===== config.mk =====
export PLATFORM = sky130hd
export DESIGN_NAME = serial_to_parallel_converter
export DESIGN_NICKNAME = d
export VERILOG_FILES = /design/src/rtl/serial_to_parallel_converter_pkg.sv /design/src/rtl/serial_to_parallel_converter.sv
export SDC_FILE = /design/constraint.sdc
export NUM_CORES = 1
export LEC_CHECK = 0
export ABC_CLOCK_PERIOD_IN_PS = 2600
export BUFFER_PORTS_ARGS = -buffer_cell sky130_fd_sc_hd__buf_2
export CORE_AREA = 5 5 42 44
export CTS_CLUSTER_SIZE = 8
export DETAILED_ROUTE_END_ITERATION = 7
export DIE_AREA = 0 0 47 49
export HOLD_SLACK_MARGIN = 0.06
export PLACE_DENSITY = 0.66
export SLEW_MARGIN = 10
export SYNTH_ARGS = -nofsm -noshare
export SYNTH_HDL_FRONTEND = slang
export SYNTH_SLANG_ARGS = --single-unit

===== constraint.sdc =====
create_clock -name clk -period 2.6 [get_ports clk]
set_input_delay 0.26 -clock clk [delete_from_list [all_inputs] [get_ports clk]]
set_output_delay 0.26 -clock clk [all_outputs]
set_load 0.02 [all_outputs]

===== src/rtl/serial_to_parallel_converter_pkg.sv =====
// Types shared between the transmit- and receive-side serial converters.
package serial_to_parallel_converter_pkg;

  // Bit order on the serial line.
  typedef enum logic [0:0] {
    MSB_FIRST = 1'b0,
    LSB_FIRST = 1'b1
  } shift_direction_t_;

endpackage : serial_to_parallel_converter_pkg


===== src/rtl/serial_to_parallel_converter.sv =====
// Serial-to-parallel converter: assembles N-bit words from a serial bit
// stream (MSB- or LSB-first) and holds each finished word in a one-deep
// valid/ready output register while the next word keeps filling.
module serial_to_parallel_converter
  import serial_to_parallel_converter_pkg::*;
#(
  parameter int N = 4
) (
  input  logic                   clk,
  input  logic                   rst,
  input  logic                   i_valid,
  output logic                   i_ready,
  input  logic                   i_bit,
  input  shift_direction_t_      direction,
  output logic                   o_valid,
  input  logic                   o_ready,
  output logic [N-1:0]           o_data,
  output logic [N-1:0]           q,
  output logic [$clog2(N)-1:0]   count
);

  localparam int            CW   = $clog2(N);
  localparam logic [CW-1:0] LAST = CW'(N - 1);

  logic [N-1:0]      q_q, q_d;
  logic [CW-1:0]     count_q, count_d;
  shift_direction_t_ dir_q, dir_d;
  logic [N-1:0]      o_data_q, o_data_d;
  logic              o_valid_q, o_valid_d;

  logic              accept;
  logic              last_bit;
  shift_direction_t_ eff_dir;
  logic [N-1:0]      shifted;

  // Handshake, shift value and next state. The first bit of a word uses the
  // live direction input; later bits follow the direction latched with it.
  // Only the completing bit can stall, and only while the previous word is
  // still unconsumed. i_ready reads 1 throughout reset.
  always_comb begin
    last_bit  = (count_q == LAST);
    i_ready   = !rst || !(o_valid_q && !o_ready && last_bit);
    accept    = i_valid && i_ready;
    eff_dir   = (count_q == '0) ? direction : dir_q;
    shifted   = (eff_dir == MSB_FIRST) ? {q_q[N-2:0], i_bit}
                                       : {i_bit, q_q[N-1:1]};
    q_d       = q_q;
    count_d   = count_q;
    dir_d     = dir_q;
    o_data_d  = o_data_q;
    o_valid_d = o_valid_q;
    if (accept) begin
      if (count_q == '0) dir_d = direction;
      if (last_bit) begin
        q_d     = '0;
        count_d = '0;
      end else begin
        q_d     = shifted;
        count_d = count_q + CW'(1);
      end
    end
    if (accept && last_bit) begin
      o_data_d  = shifted;
      o_valid_d = 1'b1;
    end else if (o_valid_q && o_ready) begin
      o_valid_d = 1'b0;
    end
  end

  // Word assembly state: shift register, bit count and latched direction.
  always_ff @(posedge clk) begin
    if (!rst) begin
      q_q     <= '0;
      count_q <= '0;
      dir_q   <= MSB_FIRST;
    end else begin
      q_q     <= q_d;
      count_q <= count_d;
      dir_q   <= dir_d;
    end
  end

  // Output word register with its valid flag.
  always_ff @(posedge clk) begin
    if (!rst) begin
      o_data_q  <= '0;
      o_valid_q <= 1'b0;
    end else begin
      o_data_q  <= o_data_d;
      o_valid_q <= o_valid_d;
    end
  end

  assign q       = q_q;
  assign count   = count_q;
  assign o_data  = o_data_q;
  assign o_valid = o_valid_q;

endmodule : serial_to_parallel_converter

# Word-level counts from Yosys, hierarchy flattened
# Cells that the tools add are included.
# totals
ff_bits	12
output_inout_bits	12
# classes
reduce_logical	11
addsub	1
eq_ne	1
mux	6
# op_table
op	count
$mux W4	2
$logic_and A1 B1 Y1	5
$logic_not A1 Y1	3
$mux W1	3
$add A2 B1 Y2 const B	1
$eq A2 B2 Y1 const B	1
$logic_not A2 Y1	1
$mux W2	1
$reduce_bool A2 Y1	1
$logic_or A1 B1 Y1	1

# Longest topological paths before layout
# Gate-level depths: netlist (run 1).
# depth
word_depth	8
depth_mapped	5
ltp_nobuf	5

# Least setup slack after synthesis (run 1)
# Ideal clock, no wire load.
# synth_path
kind	flip-flop to flip-flop
startpoint	reg count_q[0] (netlist: count[0])
endpoint	reg count_q[1] (netlist: count[1])
arrival_ps	1497
slack_ps	1044
stages_incl_launch_ff	5
n_path_buf	0
required_time_ps	2540
period_less_slack_ps	1556
setup_time_ps	60
path_cell_list	dfxtp_1 -> ha_1 -> nand4b_1 -> a211oi_1 -> a41o_1
# synth_between
elab_chain_len	5
# synth_lines
element	line	source
from (decl)	serial_to_parallel_converter.sv:26	logic [CW-1:0] count_q, count_d;
from (signal assigned)	serial_to_parallel_converter.sv:78	count_q <= count_d;
$eq A2 B2 Y1	serial_to_parallel_converter.sv:41	last_bit = (count_q == LAST);
$logic_and A1 B1 Y1	serial_to_parallel_converter.sv:42	i_ready = !rst || !(o_valid_q && !o_ready && last_bit);
$logic_not A1 Y1	serial_to_parallel_converter.sv:42	
$logic_or A1 B1 Y1	serial_to_parallel_converter.sv:42	
named net i_ready	serial_to_parallel_converter.sv:12	output logic i_ready,
$logic_and A1 B1 Y1	serial_to_parallel_converter.sv:43	accept = i_valid && i_ready;
# The timed path passes the listed nets, and every way through them passes these cells.
# A chain may end at the register's enable or synchronous reset.

# Worst setup path in the final report (run 1)
# layout_path
startpoint	reg count_q[0] (netlist: count[0])
endpoint	out i_ready
# layout_between
elab_chain_len	4
# layout_lines
element	line
$eq A2 B2 Y1	serial_to_parallel_converter.sv:41
$logic_and A1 B1 Y1	serial_to_parallel_converter.sv:42
$logic_not A1 Y1	serial_to_parallel_converter.sv:42
$logic_or A1 B1 Y1	serial_to_parallel_converter.sv:42
to (decl)	serial_to_parallel_converter.sv:12
# No other way between the ends.

==> impl_metrics.prom, run 1 <==
# TYPE chip_impl_metric gauge
chip_impl_metric{name="worst_skew_pair.late_latency",unit="ns"} 0.27
chip_impl_metric{name="grt.total_usage",unit="%"} 12.7
chip_impl_metric{name="htree_num_levels",unit=""} 1
chip_impl_info{name="worst_hold_startpoint",value="i_valid"} 1
chip_impl_info{name="timing.hold.worst.class",value="input port to flop"} 1
chip_impl_info{name="cts_tree",value="built"} 1
chip_impl_metric{name="netlist_area",unit="sq um"} 538
chip_impl_metric{name="cts_resized",unit=""} 0
chip_impl_metric{name="final_hold_viols",unit=""} 0
chip_impl_info{name="crit_path_end_kind",value="output port"} 1
chip_impl_metric{name="max_slew_margin",unit="%"} 76.1
chip_impl_metric{name="place.detailed.instances",unit=""} 84
chip_impl_info{name="post_synth_main_area_contributors",value="sky130_fd_sc_hd__dfxtp_1 (45%), sky130_fd_sc_hd__mux2i_1 (7.4%), sky130_fd_sc_hd__a211oi_1 (7.0%), sky130_fd_sc_hd__a21oi_1 (6.5%), sky130_fd_sc_hd__o2bb2ai_1 (6.5%)"} 1
chip_impl_info{name="netlist.top_cell.by_area",value="sky130_fd_sc_hd__dfxtp_1"} 1
chip_impl_info{name="crit_path_start_kind",value="flop"} 1
chip_impl_metric{name="cp_data_arrival_time",unit="ns"} 1.40
chip_impl_metric{name="power_density",unit="mW/mm^2"} 601
chip_impl_metric{name="global_route_wire_length_before_repair",unit="mm"} 2.13
chip_impl_info{name="rsz_0062_raised_after_global_routing",value="false"} 1
chip_impl_metric{name="die_x",unit="um"} 47
chip_impl_metric{name="route.detailed.drc",unit=""} 0
chip_impl_metric{name="synth-seq-cells",unit=""} 12
chip_impl_metric{name="timing.final.max_slew_violations",unit=""} 0
chip_impl_metric{name="finalClockSkew",unit="ns"} 0.00653
chip_impl_metric{name="largest_net_degree_at_the_start_of_global_routing",unit=""} 9
chip_impl_info{name="outcome",value="finished clean"} 1
chip_impl_metric{name="tritoncts_sink_count",unit=""} 12
chip_impl_metric{name="postCtsSetupRepairBufs",unit=""} 0
chip_impl_metric{name="drive_above_1_share",unit="%"} 31.9
chip_impl_metric{name="yosys_warnings",unit=""} 0
chip_impl_metric{name="cts_hold_repair.buffers",unit=""} 0
chip_impl_metric{name="period_share",unit="%"} 64.0
chip_impl_info{name="yosys-top-cells-count",value="sky130_fd_sc_hd__dfxtp_1 (12), sky130_fd_sc_hd__a21oi_1 (7), sky130_fd_sc_hd__a211oi_1 (5)"} 1
chip_impl_metric{name="worst_hold_path.num_cells",unit=""} 2
chip_impl_metric{name="mean_cell_area_of_the_mapped_netlist",unit="sq um"} 10.3
chip_impl_metric{name="core-area",unit="sq mm"} 0.00140
chip_impl_metric{name="i_o_pin_count",unit=""} 18
chip_impl_metric{name="drv_cap",unit=""} 0
chip_impl_metric{name="grt_remaining_overflow",unit=""} 0
chip_impl_metric{name="cts_inserted_buffers",unit=""} 3
chip_impl_info{name="cts_root_buffer",value="sky130_fd_sc_hd__clkbuf_4"} 1
chip_impl_metric{name="drt-pass1-iter-count",unit=""} 1
chip_impl_metric{name="number_of_cells_produced_by_synthesis",unit=""} 52
chip_impl_metric{name="yosysSeqAreaShare",unit="%"} 44.7
chip_impl_metric{name="finish.instance_area",unit="sq um"} 674
chip_impl_metric{name="layout_min_cycle_time",unit="ns"} 1.66
chip_impl_metric{name="pleak",unit="uW"} 0.000306
chip_impl_metric{name="gpl.final_weighted_congestion",unit=""} 0.716
chip_impl_info{name="reg2reg_from",value="count[0]$_SDFFE_PN0P_"} 1
chip_impl_metric{name="worst_ep_required_time",unit="ns"} 2.34
chip_impl_metric{name="synth_enable_flop_cells",unit=""} 0
chip_impl_info{name="hold_end",value="count[0]$_SDFFE_PN0P_"} 1
chip_impl_metric{name="report.final.setup_viol",unit=""} 0
chip_impl_metric{name="initial_antenna_violation_count",unit=""} 0
chip_impl_metric{name="finalHoldWorstSlack",unit="ns"} 0.284
chip_impl_metric{name="post-dp-hpwl",unit="um"} 924
chip_impl_metric{name="wl",unit="mm"} 1.20
chip_impl_metric{name="max_freq",unit="GHz"} 0.601
chip_impl_metric{name="tns",unit="ns"} 0
chip_impl_metric{name="worst-r2r-cell-count",unit=""} 5
chip_impl_metric{name="avgViaCountPerCell",unit=""} 5.34
chip_impl_metric{name="sequential_cell_area",unit="sq um"} 240
chip_impl_metric{name="layout.cells.non_filler",unit=""} 88
chip_impl_metric{name="fp.dieArea",unit="sq mm"} 0.00230
chip_impl_metric{name="worst-slew-pin-transition",unit="ns"} 0.358
chip_impl_metric{name="layout.nets",unit=""} 81
chip_impl_metric{name="routed-via-count",unit=""} 470
chip_impl_metric{name="multiInputGateArea",unit="sq um"} 278
chip_impl_metric{name="synth_fp_nets",unit=""} 60
chip_impl_metric{name="setup.reg_to_reg.worst_slack",unit="ns"} 1.12
chip_impl_metric{name="ant_nets",unit=""} 0
chip_impl_metric{name="postPlaceCellArea",unit="sq um"} 638
chip_impl_info{name="ys_dominant_reg_cell",value="sky130_fd_sc_hd__dfxtp_1"} 1
chip_impl_info{name="synth_most_common_cell",value="sky130_fd_sc_hd__dfxtp_1"} 1
chip_impl_metric{name="initial_core_util",unit="%"} 38.4
chip_impl_metric{name="placement.io_buffers",unit=""} 17
chip_impl_metric{name="ctsLongestPathBuffers",unit=""} 2
chip_impl_info{name="crit-reg2reg-capture",value="q[3]$_SDFFE_PN0P_"} 1
chip_impl_metric{name="detailedRoute.firstIterationViolations",unit=""} 0
chip_impl_metric{name="fillerInstances",unit=""} 146
chip_impl_metric{name="postSynth.asyncResetShare",unit="%"} 0
chip_impl_info{name="setup.worst_path.start",value="count[0]$_SDFFE_PN0P_"} 1
chip_impl_metric{name="antenna_cells",unit=""} 0
chip_impl_metric{name="peakVddDrop",unit="V"} 0.000277
chip_impl_metric{name="clk_pin_slew_worst_paths",unit="ns"} 0.07
chip_impl_info{name="timing.setup.critical_path_class",value="flop to output port"} 1
chip_impl_metric{name="synth.lib_cells_used.distinct",unit=""} 20
chip_impl_metric{name="number_of_placement_rows",unit=""} 14
chip_impl_metric{name="critical_path_peak_fanout",unit=""} 6
chip_impl_metric{name="syn2layout_area_growth",unit="%"} 25.3
chip_impl_metric{name="grt_pass1_vias",unit=""} 494
chip_impl_metric{name="dieHeight",unit="um"} 49
chip_impl_metric{name="avgRoutedWirePerCell",unit="um"} 13.7
chip_impl_metric{name="synth_top_area_share",unit="%"} 44.7
-- per-stage QoR --
stage	setup WS (ns)	utilization (%)	total power, uW
CTS	0.929	48.1	408
global route	0.784	48.1	426
detailed placement	1.09	45.5	262
finish	0.936	48.1	405
global placement	1.12	45.5	260
floorplan	1.04	-	243
-- flip-flops by register name (all words and copies together), names as in the netlist --
name / cells
dir_q: 1
o_valid: 1
count: 2
q: 4
o_data: 4
-- critical path: stages, from the launching register on --
cell,delay [ns]
sky130_fd_sc_hd__dfxtp_1,0.38
sky130_fd_sc_hd__ha_1,0.24
sky130_fd_sc_hd__nand4b_1,0.26
sky130_fd_sc_hd__buf_2,0.25
-- logic make-up (layout without fill, tap and decap cells) --
kind of cell / count (synthesis) / in the layout / share of synthesized area (%)
AOI/OAI and AO/OA: 20 / 20 / 25.6
DFF: 12 / 12 / 44.7
and+or+nand+nor: 8 / 8 / 9.77
muxes: 5 / 5 / 11.6
buffers and inverters: 5 / 25 / 3.72
adders and majority gates: 2 / 2 / 4.65
-- how the worst max path moves through the flow --
| stage | endpoint | slack [ns] | cells past startpoint |
|---|---|---|---|
| 6_report | i_ready | 0.94 | 3 |
| 5_1_grt | i_ready | 0.78 | 3 |
| 4_1_cts | i_ready | 0.93 | 3 |
| 3_5_place_dp | o_data[3]$_SDFFE_PN0P_ | 1.09 | 5 |
| 3_3_place_gp | o_data[3]$_SDFFE_PN0P_ | 1.12 | 5 |
| 2_1_floorplan | count[1]$_SDFFE_PN0P_ | 1.04 | 4 |
-- where the power goes --
part,internal (uW),switching [uW]
sequential,191,6.21
clock,85.1,63.6
combinational,25.4,33.8
total,302,104
-- area by class of cell --
type | instances | share of cell area [%]
Tap cell | 16 | 2.97
Timing Repair Buffer | 17 | 12.6
Clock buffer | 4 | 5.38
Inverter | 4 | 2.23
Multi-Input combinational cell | 35 | 41.2
Sequential cell | 12 | 35.6
-- cells in the final DEF (no fill, tap or decap), types with 2 or more instances in the layout --
master,n
sky130_fd_sc_hd__buf_2,17
sky130_fd_sc_hd__clkbuf_4,3
sky130_fd_sc_hd__inv_1,4
sky130_fd_sc_hd__mux2i_1,4
sky130_fd_sc_hd__nand3b_1,2
sky130_fd_sc_hd__dfxtp_1,12
sky130_fd_sc_hd__a21oi_1,7
sky130_fd_sc_hd__ha_1,2
sky130_fd_sc_hd__o2bb2ai_1,4
sky130_fd_sc_hd__a211oi_1,5
-- metal layers --
metal / GRT usage (%) / up-vias / share of wire (%)
li1: - / 239 / -
met1: 16.0 / 216 / 46
met2: 18.3 / 11 / 46
met3: 4.43 / 4 / 5.6
met4: 6.91 / 0 / 2.1
met5: 0 / - / 0
No activity file was read; power rests on OpenSTA's default activity.
==> run 2, diff against run 1 <==
--- a/config.mk
+++ b/config.mk
@@ -5,7 +5,7 @@
 export SDC_FILE = /design/constraint.sdc
 export NUM_CORES = 1
 export LEC_CHECK = 0
-export ABC_CLOCK_PERIOD_IN_PS = 2600
+export ABC_CLOCK_PERIOD_IN_PS = 1600
 export BUFFER_PORTS_ARGS = -buffer_cell sky130_fd_sc_hd__buf_2
 export CORE_AREA = 5 5 42 44
 export CTS_CLUSTER_SIZE = 8
==> constraint.sdc (replaced) <==
create_clock -name clk -period 1.6 [get_ports clk]
set_input_delay 0.16 -clock clk [delete_from_list [all_inputs] [get_ports clk]]
set_output_delay 0.16 -clock clk [all_outputs]
set_load 0.02 [all_outputs]
==> impl_metrics.prom, run 2 (synthesis results as in run 1) <==
# TYPE chip_impl_metric gauge
chip_impl_metric{name="largest_net_degree_at_the_start_of_global_routing",unit=""} 9
chip_impl_metric{name="global_route_wire_length_before_repair",unit="mm"} 2.13
chip_impl_info{name="timing.setup.critical_path_class",value="flop to flop"} 1
chip_impl_metric{name="worst-slew-pin-transition",unit="ns"} 0.352
chip_impl_metric{name="peakVddDrop",unit="V"} 0.000452
chip_impl_info{name="layout.cells.most_common",value="sky130_fd_sc_hd__buf_2"} 1
chip_impl_metric{name="drv_cap",unit=""} 0
chip_impl_metric{name="drt-pass1-iter-count",unit=""} 2
chip_impl_info{name="critPathSlowestCell",value="sky130_fd_sc_hd__dfxtp_1"} 1
chip_impl_metric{name="final_hold_viols",unit=""} 0
chip_impl_info{name="cts_root_buffer",value="sky130_fd_sc_hd__clkbuf_4"} 1
chip_impl_metric{name="dieHeight",unit="um"} 49
chip_impl_metric{name="fillerInstances",unit=""} 142
chip_impl_metric{name="route.detailed.drc",unit=""} 0
chip_impl_info{name="crit_path_end_kind",value="flop"} 1
chip_impl_metric{name="avgViaCountPerCell",unit=""} 5.36
chip_impl_info{name="layout_common_cells",value="sky130_fd_sc_hd__buf_2 (17), sky130_fd_sc_hd__dfxtp_1 (12), sky130_fd_sc_hd__a21oi_1 (7)"} 1
chip_impl_metric{name="die_x",unit="um"} 47
chip_impl_metric{name="setup.reg_to_reg.worst_slack",unit="ns"} 0.09
chip_impl_metric{name="i_o_pin_count",unit=""} 18
chip_impl_info{name="outcome",value="finished clean"} 1
chip_impl_metric{name="core-area",unit="sq mm"} 0.00140
chip_impl_metric{name="ctsLongestPathBuffers",unit=""} 2
chip_impl_metric{name="clk_pin_slew_worst_paths",unit="ns"} 0.08
chip_impl_metric{name="cts_hold_repair.buffers",unit=""} 0
chip_impl_metric{name="syn2layout_area_growth",unit="%"} 28.6
chip_impl_metric{name="timing.final.max_slew_violations",unit=""} 0
chip_impl_metric{name="detailedRoute.firstIterationViolations",unit=""} 5
chip_impl_info{name="crit_path_start_kind",value="flop"} 1
chip_impl_info{name="hold_end",value="count[0]$_SDFFE_PN0P_"} 1
chip_impl_info{name="cts_tree",value="built"} 1
chip_impl_metric{name="cp_data_arrival_time",unit="ns"} 1.66
chip_impl_metric{name="finalHoldWorstSlack",unit="ns"} 0.186
chip_impl_info{name="worst_path_dominant_cell_family",value="multiplexers"} 1
chip_impl_metric{name="layout.cells.non_filler",unit=""} 89
chip_impl_info{name="worst_hold_startpoint",value="i_valid"} 1
chip_impl_metric{name="routed-via-count",unit=""} 477
chip_impl_metric{name="critical_path_peak_fanout",unit=""} 5
chip_impl_metric{name="pleak",unit="uW"} 0.000302
chip_impl_metric{name="placement.io_buffers",unit=""} 17
chip_impl_metric{name="worst_ep_required_time",unit="ns"} 1.76
chip_impl_metric{name="max_slew_margin",unit="%"} 76.5
chip_impl_metric{name="gpl.final_weighted_congestion",unit=""} 0.716
chip_impl_info{name="reg2reg_from",value="count[0]$_SDFFE_PN0P_"} 1
chip_impl_metric{name="wl",unit="mm"} 1.22
chip_impl_metric{name="tns",unit="ns"} 0
chip_impl_metric{name="ant_nets",unit=""} 0
chip_impl_info{name="timing.hold.worst.class",value="input port to flop"} 1
chip_impl_metric{name="layout_min_cycle_time",unit="ns"} 1.51
chip_impl_metric{name="antenna_cells",unit=""} 0
chip_impl_metric{name="place_ws",unit="ns"} 0.0945
chip_impl_info{name="crit-reg2reg-capture",value="o_data[2]$_SDFFE_PN0P_"} 1
chip_impl_metric{name="tritoncts_sink_count",unit=""} 12
chip_impl_metric{name="layout.nets",unit=""} 82
chip_impl_metric{name="report.final.setup_viol",unit=""} 0
chip_impl_metric{name="worst_case_setup_margin_in_the_final_layout",unit="ns"} 0.0945
chip_impl_metric{name="cts_inserted_buffers",unit=""} 3
chip_impl_metric{name="worst_skew_pair.late_latency",unit="ns"} 0.27
chip_impl_metric{name="grt.total_usage",unit="%"} 12.7
chip_impl_info{name="rsz_0062_raised_after_global_routing",value="false"} 1
chip_impl_metric{name="initial_antenna_violation_count",unit=""} 0
chip_impl_metric{name="max_freq",unit="GHz"} 0.664
chip_impl_metric{name="grt_pass1_vias",unit=""} 494
chip_impl_metric{name="postPlaceCellArea",unit="sq um"} 638
chip_impl_metric{name="number_of_placement_rows",unit=""} 14
chip_impl_metric{name="post-dp-hpwl",unit="um"} 924
chip_impl_metric{name="drive_above_1_share",unit="%"} 37.0
chip_impl_metric{name="cp_slowest_stage_delay",unit="ns"} 0.39
chip_impl_metric{name="place.detailed.instances",unit=""} 84
chip_impl_metric{name="power_density",unit="mW/mm^2"} 957
chip_impl_metric{name="fp.dieArea",unit="sq mm"} 0.00230
chip_impl_metric{name="finish.instance_area",unit="sq um"} 692
chip_impl_metric{name="worst_hold_path.num_cells",unit=""} 2
chip_impl_metric{name="critical_path.n_buffers_inverters",unit=""} 1
chip_impl_metric{name="htree_num_levels",unit=""} 1
chip_impl_metric{name="grt_remaining_overflow",unit=""} 0
chip_impl_metric{name="avgRoutedWirePerCell",unit="um"} 13.7
chip_impl_metric{name="initial_core_util",unit="%"} 38.4
chip_impl_metric{name="finalClockSkew",unit="ns"} 0.00525
chip_impl_metric{name="worst-r2r-cell-count",unit=""} 5
chip_impl_info{name="crit_path_cell_trace",value="inv_1, ha_1, mux2i_4, mux2i_1, a211oi_1"} 1
chip_impl_metric{name="period_share",unit="%"} 94.1
## run 2: changes by cell type in the layout (fill, tap and decap cells not counted)
cell	before	now
sky130_fd_sc_hd__buf_4	0	1
sky130_fd_sc_hd__ha_1	2	1
sky130_fd_sc_hd__ha_2	0	1
sky130_fd_sc_hd__mux2i_1	4	2
sky130_fd_sc_hd__mux2i_2	0	2
## run 2: cell type report
cell class / instances / area, sq um / share of cell area, %
timing repair buffer: 18 / 92.6 / 13.4
inverter: 4 / 15.0 / 2.17
tap: 16 / 20.0 / 2.89
multi-input combinational: 35 / 288 / 41.6
clock buffer: 4 / 36.3 / 5.24
sequential: 12 / 240 / 34.7
## run 2: what timing repair did
action,4_1_cts,5_1_grt
resized for setup,0,3
endpoints found under the setup margin,0,2
setup buffers,0,1
## run 2: worst register-to-register path: stages (launching register included)
cell and delay (ns):
sky130_fd_sc_hd__dfxtp_1 0.39, sky130_fd_sc_hd__inv_1 0.06, sky130_fd_sc_hd__ha_1 0.23, sky130_fd_sc_hd__mux2i_4 0.29
sky130_fd_sc_hd__mux2i_1 0.31, sky130_fd_sc_hd__a211oi_1 0.12
## run 2: worst max path at each step
stage | start | endpoint | cells after the start
2_1_floorplan | count[0]$_SDFFE_PN0P_ | count[1]$_SDFFE_PN0P_ | 4
5_1_grt | count[0]$_SDFFE_PN0P_ | o_data[2]$_SDFFE_PN0P_ | 5
4_1_cts | count[0]$_SDFFE_PN0P_ | i_ready | 3
3_5_place_dp | count[0]$_SDFFE_PN0P_ | o_data[3]$_SDFFE_PN0P_ | 5
6_report | count[0]$_SDFFE_PN0P_ | o_data[2]$_SDFFE_PN0P_ | 5
3_3_place_gp | count[1]$_SDFFE_PN0P_ | o_data[3]$_SDFFE_PN0P_ | 5
## run 2: per-layer routing
metal | GRT usage, % | share of wire (%)
met2 | 18.3 | 46
met1 | 16.0 | 46
met5 | 0 | 0
met4 | 6.91 | 2.4
met3 | 4.43 | 5.6
## run 2: through the flow
step                      util, %  total power (uW)
final                        49.4               662
after global routing         49.4               697
after CTS                    48.1               663
after detailed placement     45.5               425
after global placement       45.5               423
after floorplan                 -               395
## run 2: report_power, final
group,total [uW],switching (uW),internal [uW]
logic,99.9,56.0,43.9
clock network,241,102,138
registers,322,10.8,311
total,662,169,493
